File: src/rtl/hub75_shifter_if.sv
// hub75_shifter_if: request, frame-buffer and HUB75 pin bundle for hub75_shifter
interface hub75_shifter_if #(
  parameter int hpixel_p = 64,
  parameter int vpixel_p = 64,
  parameter int bpp_p = 8,
  parameter int segments_p = 2
);
  localparam int out_rows_p = vpixel_p / segments_p;
  localparam int rw = out_rows_p > 1 ? $clog2(out_rows_p) : 1;
  localparam int bw = bpp_p > 1 ? $clog2(bpp_p) : 1;
  localparam int aw = out_rows_p * hpixel_p > 1 ? $clog2(out_rows_p * hpixel_p) : 1;
  logic i_valid;
  logic o_ready;
  logic [rw-1:0] i_row;
  logic [bw-1:0] i_pix_bit;
  logic o_done;
  logic o_mem_rd_en;
  logic [aw-1:0] o_mem_addr;
  logic [segments_p*3*bpp_p-1:0] i_mem_rdata;
  logic [3*segments_p-1:0] o_hub_rgb;
  logic o_hub_clk;
  logic o_hub_lat;
  modport slave (
    input i_valid, i_row, i_pix_bit, i_mem_rdata,
    output o_ready, o_done, o_mem_rd_en, o_mem_addr, o_hub_rgb, o_hub_clk, o_hub_lat
  );
  modport master (
    output i_valid, i_row, i_pix_bit, i_mem_rdata,
    input o_ready, o_done, o_mem_rd_en, o_mem_addr, o_hub_rgb, o_hub_clk, o_hub_lat
  );
endinterface

File: src/rtl/hub75_shifter.sv
// hub75_shifter: streams one bit plane of one panel row onto the HUB75 RGB/CLK lines, then pulses LAT
module hub75_shifter #(
  parameter int hpixel_p = 64,
  parameter int vpixel_p = 64,
  parameter int bpp_p = 8,
  parameter int segments_p = 2,
  parameter int clk_div_p = 2
) (
  input logic clk,
  input logic rst,
  hub75_shifter_if.slave bus
);
  localparam int out_rows_p = vpixel_p / segments_p;
  localparam int rw = out_rows_p > 1 ? $clog2(out_rows_p) : 1;
  localparam int bw = bpp_p > 1 ? $clog2(bpp_p) : 1;
  localparam int cw = hpixel_p > 1 ? $clog2(hpixel_p) : 1;
  localparam int aw = out_rows_p * hpixel_p > 1 ? $clog2(out_rows_p * hpixel_p) : 1;
  localparam int dw = clk_div_p > 1 ? $clog2(clk_div_p) : 1;
  localparam int nch = 3 * segments_p;
  typedef enum logic [2:0] {IDLE, READ, WAIT, CLK_LO, CLK_HI, LATCH, DONE} state_t;
  state_t state_q, state_d;
  logic [cw-1:0] col_q, col_d;
  logic [rw-1:0] row_q, row_d;
  logic [bw-1:0] pix_q, pix_d;
  logic [dw-1:0] div_q, div_d;
  logic [aw-1:0] addr_q, addr_d;
  logic [nch-1:0] rgb_q, rgb_d;
  logic last_div, last_col;
  always_ff @(posedge clk) begin
    if (rst) begin
      state_q <= IDLE;
      col_q <= '0;
      row_q <= '0;
      pix_q <= '0;
      div_q <= '0;
      addr_q <= '0;
      rgb_q <= '0;
    end else begin
      state_q <= state_d;
      col_q <= col_d;
      row_q <= row_d;
      pix_q <= pix_d;
      div_q <= div_d;
      addr_q <= addr_d;
      rgb_q <= rgb_d;
    end
  end
  always_comb begin
    last_div = div_q == dw'(clk_div_p - 1);
    last_col = col_q == cw'(hpixel_p - 1);
    state_d = state_q;
    col_d = col_q;
    row_d = row_q;
    pix_d = pix_q;
    div_d = (state_q inside {CLK_LO, CLK_HI, LATCH}) && !last_div ? div_q + 1'b1 : '0;
    case (state_q)
      IDLE: if (bus.i_valid) begin
        state_d = READ;
        row_d = bus.i_row;
        pix_d = bus.i_pix_bit;
        col_d = '0;
      end
      READ: state_d = WAIT;
      WAIT: state_d = CLK_LO;
      CLK_LO: state_d = last_div ? CLK_HI : CLK_LO;
      CLK_HI: if (last_div) begin
        state_d = last_col ? LATCH : READ;
        col_d = last_col ? col_q : col_q + 1'b1;
      end
      LATCH: state_d = last_div ? DONE : LATCH;
      DONE: state_d = IDLE;
      default: state_d = IDLE;
    endcase
    // address is computed at full width so the last row never wraps
    addr_d = state_d == READ ? aw'(row_d) * aw'(hpixel_p) + aw'(col_d) : addr_q;
    rgb_d = rgb_q;
    for (int j = 0; j < nch; j++)
      if (state_q == WAIT) rgb_d[j] = |(bus.i_mem_rdata[j*bpp_p +: bpp_p] & (bpp_p'(1) << pix_q));
  end
  always_comb begin
    bus.o_ready = state_q == IDLE;
    bus.o_mem_rd_en = state_q == READ;
    bus.o_hub_clk = state_q == CLK_HI;
    bus.o_hub_lat = state_q == LATCH;
    bus.o_done = state_q == DONE;
    bus.o_mem_addr = addr_q;
    bus.o_hub_rgb = rgb_q;
  end
endmodule

File: src/flat_wrapper.sv
// flat-port wrapper written by rule: the top's interface ports become plain ports
module hub75_shifter_flat 
#(
  parameter int hpixel_p = 64,
  parameter int vpixel_p = 64,
  parameter int bpp_p = 8,
  parameter int segments_p = 2,
  parameter int clk_div_p = 2
)
  (clk, rst, bus_i_valid, bus_i_row, bus_i_pix_bit, bus_i_mem_rdata, bus_o_ready, bus_o_done, bus_o_mem_rd_en, bus_o_mem_addr, bus_o_hub_rgb, bus_o_hub_clk, bus_o_hub_lat);
  hub75_shifter_if #(.hpixel_p(hpixel_p), .vpixel_p(vpixel_p), .bpp_p(bpp_p), .segments_p(segments_p)) bus_i ();
  input logic clk;
  input logic rst;
  input wire logic [$bits(bus_i.i_valid)-1:0] bus_i_valid;
  input wire logic [$bits(bus_i.i_row)-1:0] bus_i_row;
  input wire logic [$bits(bus_i.i_pix_bit)-1:0] bus_i_pix_bit;
  input wire logic [$bits(bus_i.i_mem_rdata)-1:0] bus_i_mem_rdata;
  output wire logic [$bits(bus_i.o_ready)-1:0] bus_o_ready;
  output wire logic [$bits(bus_i.o_done)-1:0] bus_o_done;
  output wire logic [$bits(bus_i.o_mem_rd_en)-1:0] bus_o_mem_rd_en;
  output wire logic [$bits(bus_i.o_mem_addr)-1:0] bus_o_mem_addr;
  output wire logic [$bits(bus_i.o_hub_rgb)-1:0] bus_o_hub_rgb;
  output wire logic [$bits(bus_i.o_hub_clk)-1:0] bus_o_hub_clk;
  output wire logic [$bits(bus_i.o_hub_lat)-1:0] bus_o_hub_lat;
  assign bus_i.i_valid = bus_i_valid;
  assign bus_i.i_row = bus_i_row;
  assign bus_i.i_pix_bit = bus_i_pix_bit;
  assign bus_i.i_mem_rdata = bus_i_mem_rdata;
  assign bus_o_ready = bus_i.o_ready;
  assign bus_o_done = bus_i.o_done;
  assign bus_o_mem_rd_en = bus_i.o_mem_rd_en;
  assign bus_o_mem_addr = bus_i.o_mem_addr;
  assign bus_o_hub_rgb = bus_i.o_hub_rgb;
  assign bus_o_hub_clk = bus_i.o_hub_clk;
  assign bus_o_hub_lat = bus_i.o_hub_lat;
  hub75_shifter #(.hpixel_p(hpixel_p), .vpixel_p(vpixel_p), .bpp_p(bpp_p), .segments_p(segments_p), .clk_div_p(clk_div_p)) u_core (.clk(clk), .rst(rst), .bus(bus_i));
endmodule
File: config.mk
export PLATFORM = sky130hd
export DESIGN_NAME = hub75_shifter_flat
export DESIGN_NICKNAME = d
export VERILOG_FILES = /design/src/rtl/hub75_shifter_if.sv /design/src/rtl/hub75_shifter.sv /design/src/flat_wrapper.sv
export SDC_FILE = /design/constraint.sdc
export NUM_CORES = 1
export LEC_CHECK = 0
export CAP_MARGIN = 20
export CORE_MARGIN = 1
export CORE_UTILIZATION = 43
export DETAILED_ROUTE_END_ITERATION = 8
export GPL_TIMING_DRIVEN = 0
export PLACE_DENSITY = 0.87
export REMOVE_ABC_BUFFERS = 1
export SLEW_MARGIN = 10
export SYNTH_ARGS = -nofsm -noshare
export SYNTH_HDL_FRONTEND = slang
export SYNTH_SLANG_ARGS = --single-unit
File: constraint.sdc
create_clock -name clk -period 2.1 [get_ports clk]
set_input_delay 0.315 -clock clk [delete_from_list [all_inputs] [get_ports clk]]
set_output_delay 0.315 -clock clk [all_outputs]
set_load 0.01 [all_outputs]
; Word level (Yosys, flattened, before mapping)
; Index checks and enable logic that the tools add are counted.
[word_totals]
ff_bits = 35
latchBits = 0
mem_bits_rw = 0
rom_bits = 0
out_inout_bits = 22
wordCells = 50
memories = 0
[op_classes]
add_sub_neg = 3
n_mul = 0
div = 0
magnitude_cmp = 0
n_eq_ne = 8
n_shift = 1
n_mux = 12
bitwise = 7
reduce_logical = 12
[op_table]
columns = cell, count
row1 = bitwise AND 8 bit, 6
row2 = OR reduction 8 bit, 6
row3 = two-way mux 6 bit, 3
row4 = case mux 3 bit (6 select lines), 1
row5 = two-way mux 3 bit, 4
row6 = case mux 6 bit (2 select lines), 1
row7 = adder 11 x 6 -> 11 bit, 1
row8 = two-way mux 5 bit, 2
row9 = == test 3 bit (second input constant), 3
row10 = left shift 1 x 3 -> 8 bit (first input constant), 1
row11 = adder 6 x 1 -> 6 bit (second input constant), 1
row12 = == test 3 x 1 -> 1 bit (second input constant), 2
row13 = == test 3 x 2 -> 1 bit (second input constant), 2
row14 = == test 6 bit (second input constant), 1
row15 = logical NOT 3 bit, 1
row16 = nonzero test 3 bit, 1
row17 = two-way mux 2 bit, 1
row18 = AND reduction 2 bit, 1
row19 = OR reduction 2 bit, 1
row20 = adder 1 bit (second input constant), 1
row21 = logical AND 1 bit, 1
row22 = logical NOT 1 bit, 1
row23 = NOT 1 bit, 1

; Logic depth before layout (Yosys ltp)
; Gate-level depths: netlist (run 1).
[logic_depth]
depth_word = 5
depth_mapped = 6
mapped_depth_nobuf = 5

; Worst setup path before layout (run 1)
; No wires, ideal clock.
[synth_path]
path_type = register to register
startpoint = register u_core.state_q[0]
endpoint = register u_core.addr_q[10], in the netlist u_core.bus.o_mem_addr[10]
arrival_ps = 1578
required_ps = 1979
setup_slack_ps = 401
stages_incl_launch_ff = 7
path_buffers = 3
period_less_slack_ps = 1699
path_cell_list = dfxtp_1 > buf_6 > or4b_4 > buf_6 > and2_4 > buf_6 > mux2_4
[synth_between]
elab_chain_cells = 3
word_cells_on_any_way = 13
cone_classes = add/sub: 1 / eq/ne: 6 / mux: 5 / reduce/logical: 1
[synth_rtl]
columns = element, line_no
row1 = "start, declared", hub75_shifter.sv:21  ; state_t state_q, state_d;
row2 = "start signal, assigned", hub75_shifter.sv:39  ; state_q <= state_d;
row3 = == test 3 bit (tied with other cells), hub75_shifter.sv:56  ; case (state_q)
row4 = case mux 6 bit (2 select lines) (tied with other cells), hub75_shifter.sv:56
row5 = adder 11 x 6 -> 11 bit or == test 3 x 1 -> 1 bit (tied branches), hub75_shifter.sv:75  ; addr_d = state_d == READ ? aw'(row_d) * aw'(hpixel_p) + aw'(col_d) : addr_q;
row6 = "end signal, assigned", hub75_shifter.sv:44  ; addr_q <= addr_d;
row7 = "end, declared", hub75_shifter.sv:26  ; logic [aw-1:0] addr_q, addr_d;
; Several ways; a longest one is shown, not always the timed one.
; A chain may end at the register's enable or synchronous reset.

; Worst setup path in the final report (run 1)
[layout_path]
startpoint = register u_core.state_q[2]
endpoint = output port bus_o_hub_lat
[layout_between]
elab_chain_cells = 1
[layout_rtl]
columns = element, line_no
row1 = == test 3 bit, hub75_shifter.sv:84  ; bus.o_hub_lat = state_q == LATCH;
row2 = "end, declared", flat_wrapper.sv:24  ; output wire logic [$bits(bus_i.o_hub_lat)-1:0] bus_o_hub_lat;
; Every way passes these cells.

==> flow_metrics.tcl, run 1 <==
set metrics [dict create \
    rows 24 \
    ys_ff_latch 35 \
    drive_gt1_share_pct 11.3 \
    yosys_warnings 0 \
    wl_met1_um 2220 \
    regArea_um2 704 \
    synth_top_area_cell "dfxtp_1" \
    via_per_inst 5.52 \
    synth_cell_types 51 \
    cts_tree "built" \
    yosysMostFrequentCell "dfxtp_1" \
    dp_hpwl_um 3610 \
    synth_edf_count 0 \
    ios 81 \
    p_per_area_nw_per_um2 570 \
    cts_made_buffers 5 \
    avgRoutedWirePerCell_um 14.5 \
    async_flop_share_pct 0 \
    h-tree-depth 2 \
    power_leakage_nw 1.02 \
    drtIter0Drc 76 \
    antenna_found_initial 0 \
    cap_violations 0 \
    ctsRootBufferMaster "clkbuf_8" \
    syn_area_um2 1940 \
    route.met2.wl_um 2360 \
    start_util_pct 44.6 \
    placed_area_um2 2710 \
    worstSetupPathType "reg2out" \
    gp_congestion 0.764 \
    grt_pass1_wl_um 8350 \
    rsz0062_at_grt "false" \
    synth_cells 221 \
    first_pass_iters 4 \
    critPathCaptureType "output pin" \
    met3WireLength_um 330 \
    status "finished clean" \
    setup_tns_ps 0 \
    hp-class "reg2reg" \
    grt_pass1_vias 1845 \
    portBuffers 80 \
    vias 1898 \
    clkSlewWorstSetupHoldPaths_ps 70 \
    antennaDiodeCount 0 \
    cts.sinks 35 \
    ys_top_cells_by_area "dfxtp_1, mux2i_1, a21oi_1" \
    drc 0 \
    area.growth.synth_to_final_pct 46.2 \
    grt_use_total_pct 21.9 \
    yosysTopAreaCellShare_pct 36.1 \
    hold_viol 0 \
    totalWireLength_um 5000 \
    core_region_area_um2 4350 \
    drv_slew 0 \
    multi_input_area_um2 1140 \
    ctsLongestPathBuffers 2 \
    ys_top_cells_by_count "dfxtp_1, nand2_1, a21oi_1" \
    critPathLaunchType "register" \
    ant_nets 0 \
    stdcell_area_um2 2840 \
    ys_seq_area_share_pct 36.1 \
    setup-violations-final 0 \
    worst_ep_required_time_ps 1780 \
    arrival_ps 1650 \
    top_layer_used "met4" \
    fin_crit_ps 1960 \
    grt_start_max_net_pins 25 \
    layout.nets 351 \
    overflow 0 \
    avgSynthCellArea_um2 8.79 \
    cp_max_fo 12 \
    die_height_um 69.2 \
    irDropWorstVdd_mv 0.302 \
    skew_ps 3.34 \
    cts_hold_buf 0 \
    slew-limit-headroom_pct 44.2 \
    worst_pin_slew_ps 836 \
    clkLatencyLatePin_ps 290 \
    fin_crit_sh_pct 93.5 \
    dieArea_um2 4790 \
    synthFlopType "dfxtp_1" \
    fillers 385 \
    fp.dieW_um 69.2 \
    fmax_mhz 509 \
]
[sequential cells by signal, summed over array words and instances (netlist names)]
signal,cells
u_core.bus.o_hub_rgb,6
u_core.div_q,1
u_core.row_q,5
u_core.col_q,6
u_core.bus.o_mem_addr,11
u_core.state_q,3
u_core.pix_q,3
[metal layers]
layer  up-vias  global-route usage [%]
li1        943                       -
met5         -                       0
met3         6                    6.69
met1       877                    25.3
met2        72                    37.5
met4         0                    8.84
[stage by stage]
step	instances	utilization [%]	power (mW)	setup WS [ps]	hold WS [ps]
6_report	344	65.2	1.62	136	464
5_1_grt	344	65.2	1.70	2.25	492
4_1_cts	343	64.9	1.64	37.4	466
3_5_place_dp	335	62.3	1.09	-474	456
3_3_place_gp	335	62.3	1.09	-487	447
2_1_floorplan	203	-	0.898	148	384
[cell families (layout without fill, tap and decap cells)]
group | after synthesis | in the layout | share of synthesized area, %
compound gates | 60 | 60 | 19.8
xor+xnor | 1 | 1 | 0.451
fa+ha+maj | 1 | 1 | 0.644
buf+inv | 24 | 95 | 6.06
flops | 35 | 35 | 36.1
mux | 23 | 23 | 14.8
simple gates | 77 | 77 | 22.2
[report_power, final]
group / switching [mW] / internal, mW / total (mW) / leakage, nW
Clock: 0.243 / 0.298 / 0.541 / 0.0505
Sequential: 0.0489 / 0.696 / 0.744 / 0.286
Combinational: 0.120 / 0.214 / 0.333 / 0.688
[layout by cell type, fill, tap and decap left out, drive strengths merged, types with 4 or more instances in the layout]
cell            n
nor2           10
mux2           10
clkbuf          8
inv             5
a21oi          18
a31oi           4
nand2          22
clkdlybuf4s50  79
nand3           8
and2            4
mux2i          11
nor2b          10
dfxtp          35
o21ai          15
nand2b          4
[critical path: stages (launching register included)]
cell	delay (ps)
dfxtp_2	440
nor2b_2	250
and2_1	150
clkdlybuf4s50_1	520
[path summary, 6_finish.rpt]
path | from | cells after the start | slack, ps | to
setup / recovery | u_core.state_q[2]$_SDFF_PP0_ | 3 | 140 | bus_o_hub_lat
hold / removal | u_core.row_q[1]$_SDFF_PP0_ | 2 | 460 | u_core.row_q[1]$_SDFF_PP0_
setup reg to reg | u_core.pix_q[0]$_SDFFE_PP0P_ | 3 | 260 | u_core.bus.o_hub_rgb[5]$_SDFFE_PP0P_
hold reg to reg | u_core.row_q[1]$_SDFF_PP0_ | 2 | 460 | u_core.row_q[1]$_SDFF_PP0_
[area by class of cell]
cell class,instances,share of cell area [%]
timing repair buffer,81,28.3
clock inverter,1,0.264
sequential,35,24.8
tap,52,2.29
inverter,6,0.793
multi-input combinational,162,40.1
clock buffer,7,3.39
[repair_timing]
action | CTS | global route
gates resized for setup | 4 | 6
setup endpoints to repair | 11 | 9
pin swaps | 0 | 1
setup buffers | 0 | 1
endpoints found under the hold margin | 0 | 0
No activity file was read; power rests on OpenSTA's default activity.
==> inputs of run 2 (changes only) <==
--- a/config.mk
+++ b/config.mk
@@ -5,9 +5,9 @@
 export SDC_FILE = /design/constraint.sdc
 export NUM_CORES = 1
 export LEC_CHECK = 0
-export CAP_MARGIN = 20
 export CORE_MARGIN = 1
 export CORE_UTILIZATION = 43
+export CTS_CLUSTER_DIAMETER = 50
 export DETAILED_ROUTE_END_ITERATION = 8
 export GPL_TIMING_DRIVEN = 0
 export PLACE_DENSITY = 0.87
==> results of run 2 <==
No change in the layout: final DEF, timing and power equal those of run 1.
==> inputs of run 3 (changes only) <==
==> constraint.sdc (replaced) <==
create_clock -name clk -period 2.12 [get_ports clk]
set_input_delay 0.318 -clock clk [delete_from_list [all_inputs] [get_ports clk]]
set_output_delay 0.318 -clock clk [all_outputs]
set_load 0.01 [all_outputs]
==> run 3 against run 2 <==
  * Combinational power about the same
  * Via count about the same
  * Worst setup slack better by 16 ps
  * Sequential cell count unchanged
  * Sequential share of layout area about the same
  * Global-route usage unchanged
  * Wire length down 0.18%
  * Non-clock buffer count unchanged
  * Power down 1.1%
  * Highest routed layer unchanged
==> flow_metrics.tcl, run 3 (same netlist as run 1, synthesis figures left out) <==
set metrics [dict create \
    status "finished clean" \
    portBuffers 80 \
    cts_hold_buf 0 \
    final_common_cell "clkdlybuf4s50_1" \
    area.growth.synth_to_final_pct 46.1 \
    worst_pin_slew_ps 836 \
    core_region_area_um2 4350 \
    dieArea_um2 4790 \
    layout_common_cells "clkdlybuf4s50_1, dfxtp_1, nand2_1" \
    irDropWorstVdd_mv 0.298 \
    drc 0 \
    ant_nets 0 \
    cts_made_buffers 5 \
    critical_path.startpoint "u_core.state_q[2]$_SDFF_PP0_" \
    clkLatencyLatePin_ps 290 \
    grt_start_max_net_pins 25 \
    antenna_found_initial 0 \
    grt_pass1_wl_um 8350 \
    fin_crit_ps 1970 \
    start_util_pct 44.6 \
    worstHoldStart "u_core.row_q[1]$_SDFF_PP0_" \
    cts_tree "built" \
    critPathCaptureType "output pin" \
    timing.hold.ws_ps 464 \
    critPathLaunchType "register" \
    fin_crit_sh_pct 92.9 \
    power_leakage_nw 1.02 \
    worstSetupPathType "reg2out" \
    vias 1899 \
    final_util_pct 65.2 \
    drv_slew 0 \
    arrival_ps 1650 \
    gp_congestion 0.764 \
    drive_gt1_share_pct 11.0 \
    rr_startpoint "u_core.pix_q[1]$_SDFFE_PP0P_" \
    rows 24 \
    layout.nets 351 \
    via_per_inst 5.52 \
    totalWireLength_um 4990 \
    cap_violations 0 \
    fp.dieW_um 69.2 \
    skew_ps 3.24 \
    ios 81 \
    setup-violations-final 0 \
    ctsRootBufferMaster "clkbuf_8" \
    h-tree-depth 2 \
    grt_use_total_pct 21.9 \
    fillers 385 \
    ctsLongestPathBuffers 2 \
    drtIter0Drc 76 \
    hp-class "reg2reg" \
    p_per_area_nw_per_um2 564 \
    hold_viol 0 \
    first_pass_iters 4 \
    worst_ep_required_time_ps 1800 \
    antennaDiodeCount 0 \
    dp_hpwl_um 3610 \
    fmax_mhz 508 \
    clkSlewWorstSetupHoldPaths_ps 70 \
    p_total_mw 1.60 \
    largest_reg_flops 11 \
    cts.sinks 35 \
    cp_max_fo 12 \
    avgRoutedWirePerCell_um 14.5 \
    rsz0062_at_grt "false" \
    grt_pass1_vias 1845 \
    die_height_um 69.2 \
    slew-limit-headroom_pct 44.2 \
    overflow 0 \
]
[run 3: cell count changes in the layout (fill, tap and decap cells not counted)]
cell	previous run	this run
dfxtp_1	32	33
dfxtp_2	3	2
[run 3: timing repair]
item | CTS | global route
pin swaps | 0 | 1
gates resized for setup | 4 | 5
hold endpoints to repair | 0 | 0
setup endpoints to repair | 10 | 9
buffers inserted | 0 | 1
[run 3: critical path: stages (launching register included)]
cell,delay (ps)
dfxtp_2,440
nor2b_2,250
and2_1,150
clkdlybuf4s50_1,520
[run 3: where the power goes]
| group | switching (mW) | leakage [nW] | internal, mW |
|---|---|---|---|
| combinational | 0.119 | 0.688 | 0.212 |
| clock | 0.239 | 0.0505 | 0.295 |
| sequential | 0.0485 | 0.285 | 0.689 |
[run 3: path summary, 6_finish.rpt]
kind	end	slack (ps)	cells past startpoint
setup / recovery	bus_o_hub_lat	150	3
hold / removal	u_core.row_q[1]$_SDFF_PP0_	460	2
setup reg to reg	u_core.bus.o_hub_rgb[0]$_SDFFE_PP0P_	190	4
hold reg to reg	u_core.row_q[1]$_SDFF_PP0_	460	2
[run 3: layout make-up]
cell class / count / area (um^2) / area share [%]
flip-flops and latches: 35 / 703 / 24.8
clock inverters: 1 / 7.51 / 0.265
repair buffers: 81 / 803 / 28.3
inverters: 6 / 22.5 / 0.794
well taps: 52 / 65.1 / 2.29
clock buffers: 7 / 96.3 / 3.40
multi-input cells: 162 / 1140 / 40.2
[run 3: layer usage]
metal  vias to the layer above  track usage, %  wire length, um
li1                        945               -                -
met1                       877            25.3             2210
met3                         7            6.69              348
met2                        70            37.5             2350
met4                         0            8.84               78
met5                         -               0                0
[run 3: metrics by stage]
stage | cell area (um^2) | setup TNS [ps] | instances | setup slack (ps)
2_1_floorplan | 1850 | 0 | 203 | 168
3_3_place_gp | 2710 | -4550 | 335 | -470
3_5_place_dp | 2710 | -4710 | 335 | -457
4_1_cts | 2830 | 0 | 343 | 54.4
5_1_grt | 2840 | 0 | 344 | 12.0
6_report | 2840 | 0 | 344 | 151
